## src/rtl/noc_pm_in_fifo_wr.sv

```systemverilog
// noc_pm_in_fifo_wr: NoC-domain write half of the NoC-to-PM asynchronous packet FIFO.
// Ports: clk_noc_i/reset_noc_i (sync, active-high); noc_pkt_i/noc_valid_i/noc_ready_o enqueue
// handshake; noc_fifo_pm_in_data_o entry at the reader's pointer; noc_fifo_pm_in_raddr_i Gray read
// pointer from the PM domain; noc_fifo_pm_in_waddr_o registered Gray write pointer;
// fill_level_o/stall_cnt_o statistics, live only when NOC_PM_IN_FIFO_STATS_EN is defined.
module noc_pm_in_fifo_wr #(
  parameter int NOC_ASYNC_FIFO_PACKET_SIZE = 32,
  parameter int NOC_ASYNC_FIFO_AWIDTH      = 2,
  parameter int SYNC_STAGES                = 2
) (
  input  logic                                  clk_noc_i,
  input  logic                                  reset_noc_i,
  input  logic [NOC_ASYNC_FIFO_PACKET_SIZE-1:0] noc_pkt_i,
  input  logic                                  noc_valid_i,
  output logic                                  noc_ready_o,
  output logic [NOC_ASYNC_FIFO_PACKET_SIZE-1:0] noc_fifo_pm_in_data_o,
  input  logic [NOC_ASYNC_FIFO_AWIDTH:0]        noc_fifo_pm_in_raddr_i,
  output logic [NOC_ASYNC_FIFO_AWIDTH:0]        noc_fifo_pm_in_waddr_o,
  output logic [NOC_ASYNC_FIFO_AWIDTH:0]        fill_level_o,
  output logic [15:0]                           stall_cnt_o
);
  localparam int AW = NOC_ASYNC_FIFO_AWIDTH;
  localparam int PW = NOC_ASYNC_FIFO_PACKET_SIZE;
  localparam int DEPTH = 1 << AW;

  function automatic logic [AW:0] gray2bin(input logic [AW:0] g);
    logic [AW:0] b;
    b[AW] = g[AW];
    for (int i = AW - 1; i >= 0; i--) b[i] = b[i+1] ^ g[i];
    return b;
  endfunction

  logic [AW:0] wbin_q, wbin_d, wgray_q, wgray_d, rs, rbin;
  logic [AW:0] rsync_q [SYNC_STAGES];
  logic [PW-1:0] mem_q [DEPTH];
  logic full, accept;

  always_comb begin
    rs = rsync_q[SYNC_STAGES-1];
    // Full when the pointers differ only in the wrap bit, which in Gray form flips the top two bits.
    full = wgray_q == {~rs[AW:AW-1], rs[AW-2:0]};
    noc_ready_o = ~full & ~reset_noc_i;
    accept = noc_valid_i & noc_ready_o;
    wbin_d = accept ? wbin_q + 1'b1 : wbin_q;
    wgray_d = wbin_d ^ (wbin_d >> 1);
    // Unsynchronised on purpose: the addressed entry is never written while the reader points at it.
    rbin = gray2bin(noc_fifo_pm_in_raddr_i);
    noc_fifo_pm_in_data_o = mem_q[rbin[AW-1:0]];
  end

  assign noc_fifo_pm_in_waddr_o = wgray_q;

  always_ff @(posedge clk_noc_i) begin
    if (reset_noc_i) begin
      wbin_q <= '0;
      wgray_q <= '0;
      for (int i = 0; i < SYNC_STAGES; i++) rsync_q[i] <= '0;
    end else begin
      wbin_q <= wbin_d;
      wgray_q <= wgray_d;
      rsync_q[0] <= noc_fifo_pm_in_raddr_i;
      for (int i = 1; i < SYNC_STAGES; i++) rsync_q[i] <= rsync_q[i-1];
    end
  end

  always_ff @(posedge clk_noc_i) begin
    if (accept) mem_q[wbin_q[AW-1:0]] <= noc_pkt_i;
  end

`ifdef NOC_PM_IN_FIFO_STATS_EN
  logic [AW:0] fill_q, fill_d;
  logic [15:0] stall_q, stall_d;

  always_comb begin
    fill_d = wbin_q - gray2bin(rs);
    stall_d = (noc_valid_i & ~noc_ready_o & ~&stall_q) ? stall_q + 16'd1 : stall_q;
  end

  always_ff @(posedge clk_noc_i) begin
    if (reset_noc_i) begin
      fill_q <= '0;
      stall_q <= '0;
    end else begin
      fill_q <= fill_d;
      stall_q <= stall_d;
    end
  end

  assign fill_level_o = fill_q;
  assign stall_cnt_o = stall_q;
`else
  assign fill_level_o = '0;
  assign stall_cnt_o = '0;
`endif
endmodule

```

## config.mk

```make
export PLATFORM = sky130hd
export DESIGN_NAME = noc_pm_in_fifo_wr
export DESIGN_NICKNAME = d
export VERILOG_FILES = /design/src/rtl/noc_pm_in_fifo_wr.sv
export SDC_FILE = /design/constraint.sdc
export NUM_CORES = 1
export LEC_CHECK = 0
export ABC_CLOCK_PERIOD_IN_PS = 4390
export BUFFER_PORTS_ARGS = -buffer_cell sky130_fd_sc_hd__buf_4
export CAP_MARGIN = 20
export CORE_MARGIN = 2
export CORE_UTILIZATION = 45
export DETAILED_ROUTE_END_ITERATION = 12
export HOLD_SLACK_MARGIN = 0.1
export PLACE_DENSITY = 0.63
export SYNTH_ARGS = -nofsm -noshare
export SYNTH_HDL_FRONTEND = slang
export SYNTH_SLANG_ARGS = --single-unit
```

## constraint.sdc

```tcl
create_clock -name clk_noc_i -period 4.39 [get_ports clk_noc_i]
set_clock_uncertainty 0.15 [all_clocks]
set_input_delay 0.2195 -clock clk_noc_i [delete_from_list [all_inputs] [get_ports clk_noc_i]]
set_output_delay 0.2195 -clock clk_noc_i [all_outputs]
set_load 0.01 [all_outputs]
```

==> run metrics <==
status=finished, violations left; failing checks=DRC; relative max-transition margin=0.401; total setup buffers inserted after CTS=0; crit path time final=2.80 ns; R2R Path End=mem_q[3][25]$_DFFE_PP_; Initial Util=0.464; Final Cycle Share=0.637; Routed WL=9.03 mm; Die Width=113 um; CP peak stage delay=0.63 ns; Die Y=113 um; Final Slew Violations=0; total global routing overflow=0; mean routed wirelength per cell=17.5 um; first-pass iteration count of the detailed router=10; Synth Instances=240; CP cell instances=dlygate4sd3_1 > buf_4 > xor2_4 > buf_4 > mux4_2 > buf_4; antenna cells=0; number of remaining DRC errors=9; fillers=837; htree depth=4; worst hold path class=primary input to flop; Via density=5.06; Die ar.=12,800 sq um; R2R setup slack=2.10 ns; unrepaired setup endpoints after global routing=no; Final Non-Filler Cells=517; via count=2,618; port bufs=73; Fmax achieved=357 MHz; crit path capture type=output pin; Critical Path Start=noc_fifo_pm_in_raddr_i[1]; Post-Syn Area=5340 sq um; total CTS buffers=17; TritonCTS clock tree=built; final setup fails=0; Synth Flop Type=edfxtp_1; Crit-path slowest cell=mux4_2; Setup CP Type=primary input to output pin; row count=39; hold buffers post-CTS=38; synthesized area per cell=22.3 sq um; synth-to-layout area growth=29.3%; starting DRC count in detailed routing=154; worst vdd rail ir drop=0.351 mV; core area=11,500 sq um; initial antenna violation count=0; Seq cells post-synth=139; Seq/Total Area, Yosys=0.761; CTS Sinks=139; Clk Latency, worst-skew pair=0.40 ns; nets@finish=404; Hold Fails Final Rpt=0; largest area contributor in the netlist=edfxtp_1; r2r startpoint=noc_fifo_pm_in_waddr_o[0]$_SDFF_PP0_; first-pass GRT wire length=13.9 mm; Power per Cell Area=458 nW/um^2; CP Max Fanout=32; Yosys top cell area share=0.720; Ys Warns=0; ys async rst share=0; cell mode on critical path=buf_4; largest net degree at the start of global routing=34; ANT nets after route=0; Max Root-Sink Buffers=2; CP arrival=2.43 ns; largest cells by area after synthesis=edfxtp_1 (72%), mux4_2 (13%), dfxtp_1 (4.1%); Final Wtd Congestion=0.724; clk root buf=clkbuf_16; overall routing resource usage=0.152; clock slew at reported path FFs=0.05 ns; Data required, critical path=4.02 ns; Setup TNS=0 ns; Tightest Pin Transition=0.899 ns; max_cap viols=0; placed cell count=448; EDFF count, synth=128; Static Leakage=0.00247 uW; Detailed Place HPWL=5.05 mm; IO Count=93; CP Launch Type=primary input; share of layout cells above drive strength 1=0.390; Reg2Reg Depth=3; Yosys cell types=30; Setup crit end=noc_fifo_pm_in_data_o[22]; number of global-route vias before repair=2,694; post-cts resize count=0
logic make-up (layout without fill, tap and decap cells):
family / after synthesis / count (layout) / share of synthesized area
mux: 34 / 34 / 0.139
simple gates: 20 / 20 / 0.0258
buf+inv: 30 / 146 / 0.0415
flops: 139 / 139 / 0.761
fa+ha+maj: 4 / 4 / 0.00937
xor+xnor: 6 / 6 / 0.0134
compound gates: 6 / 6 / 0.00961
other cells: 1 / 19 / 0.000702
area by class of cell:
type	instances	area, sq um	share of cell area
clock inverters	14	155	0.0225
flip-flops and latches	139	4060	0.589
well taps	143	179	0.0259
repair buffers	113	943	0.137
inverters	2	7.51	0.00109
clock buffers	17	425	0.0616
multi-input cells	89	1130	0.164
metal layers:
layer / part of all wire / vias up / track usage
li1: - / 1187 / -
met3: 0.045 / 7 / 0.0471
met5: 0 / - / 0
met4: 0.0085 / 0 / 0.0634
met2: 0.52 / 75 / 0.253
met1: 0.42 / 1349 / 0.185
registers in the layout (all words and copies together) (netlist names):
register                count
noc_fifo_pm_in_waddr_o      2
wbin_q                      3
mem_q                     128
rsync_q                     6
worst max-delay path, delay by kind of cell:
kind | cells | cell delay, ns
xor gates and xnor gates | 1 | 0.14
buffers and inverters | 4 | 1.42
muxes | 1 | 0.63
per-stage QoR:
stage	utilization	total power (uW)	setup slack, ns	hold WS, ns	area, sq um
2_1_floorplan	-	1690	0.563	0.141	5410
3_3_place_gp	0.516	1790	2.11	0.271	5940
3_5_place_dp	0.516	1790	2.09	0.276	5940
4_1_cts	0.600	3200	1.56	0.190	6910
5_1_grt	0.600	3280	1.45	0.217	6910
6_report	0.600	3160	1.59	0.197	6910
synthesized netlist by cell type, types with 2 or more instances:
| cell | count |
|---|---|
| and4b_1 | 3 |
| buf_4 | 20 |
| buf_8 | 3 |
| clkbuf_1 | 5 |
| dfxtp_1 | 11 |
| edfxtp_1 | 128 |
| ha_1 | 4 |
| inv_1 | 2 |
| mux2i_1 | 2 |
| mux4_2 | 32 |
| nor2b_1 | 7 |
| or2_2 | 2 |
| xnor2_1 | 3 |
| xor2_1 | 2 |
report_power, final:
group          internal (uW)  leakage [uW]  switching [uW]
sequential              1490       0.00125            10.6
combinational            150      0.000929             133
clock                    880      0.000283             500
cell usage in the layout, fill, tap and decap left out:
cell / count
xnor2_1: 3
and4b_2: 3
bufinv_16: 3
ha_1: 4
nand2_1: 1
edfxtp_1: 128
clkinv_4: 2
dlygate4sd3_1: 38
or2b_1: 1
clkbuf_16: 17
nor2b_1: 7
nor2_1: 1
conb_1: 19
o311ai_1: 1
xor2_4: 1
mux2i_1: 2
or2_2: 2
o211ai_1: 1
o31ai_2: 1
clkinvlp_4: 2
a21oi_2: 1
nand3_1: 1
or3_1: 1
nand4_1: 1
dfxtp_1: 11
buf_4: 75
a21oi_1: 1
clkinv_2: 5
nor3b_2: 1
a31o_1: 1
xor2_1: 2
or4_4: 1
mux4_2: 32
inv_1: 2
clkinv_1: 2
worst min-delay path by stage:
stage | cells after the start | start | end
floorplan | 1 | reset_noc_i | rsync_q[0][5]$_SDFF_PP0_
global placement | 1 | noc_pkt_i[19] | mem_q[2][19]$_DFFE_PP_
detailed placement | 1 | noc_pkt_i[10] | mem_q[0][10]$_DFFE_PP_
CTS | 2 | noc_fifo_pm_in_raddr_i[0] | rsync_q[0][0]$_SDFF_PP0_
global route | 2 | noc_fifo_pm_in_raddr_i[0] | rsync_q[0][0]$_SDFF_PP0_
finish | 2 | noc_fifo_pm_in_raddr_i[0] | rsync_q[0][0]$_SDFF_PP0_
Power figures use the tool's default switching activity.
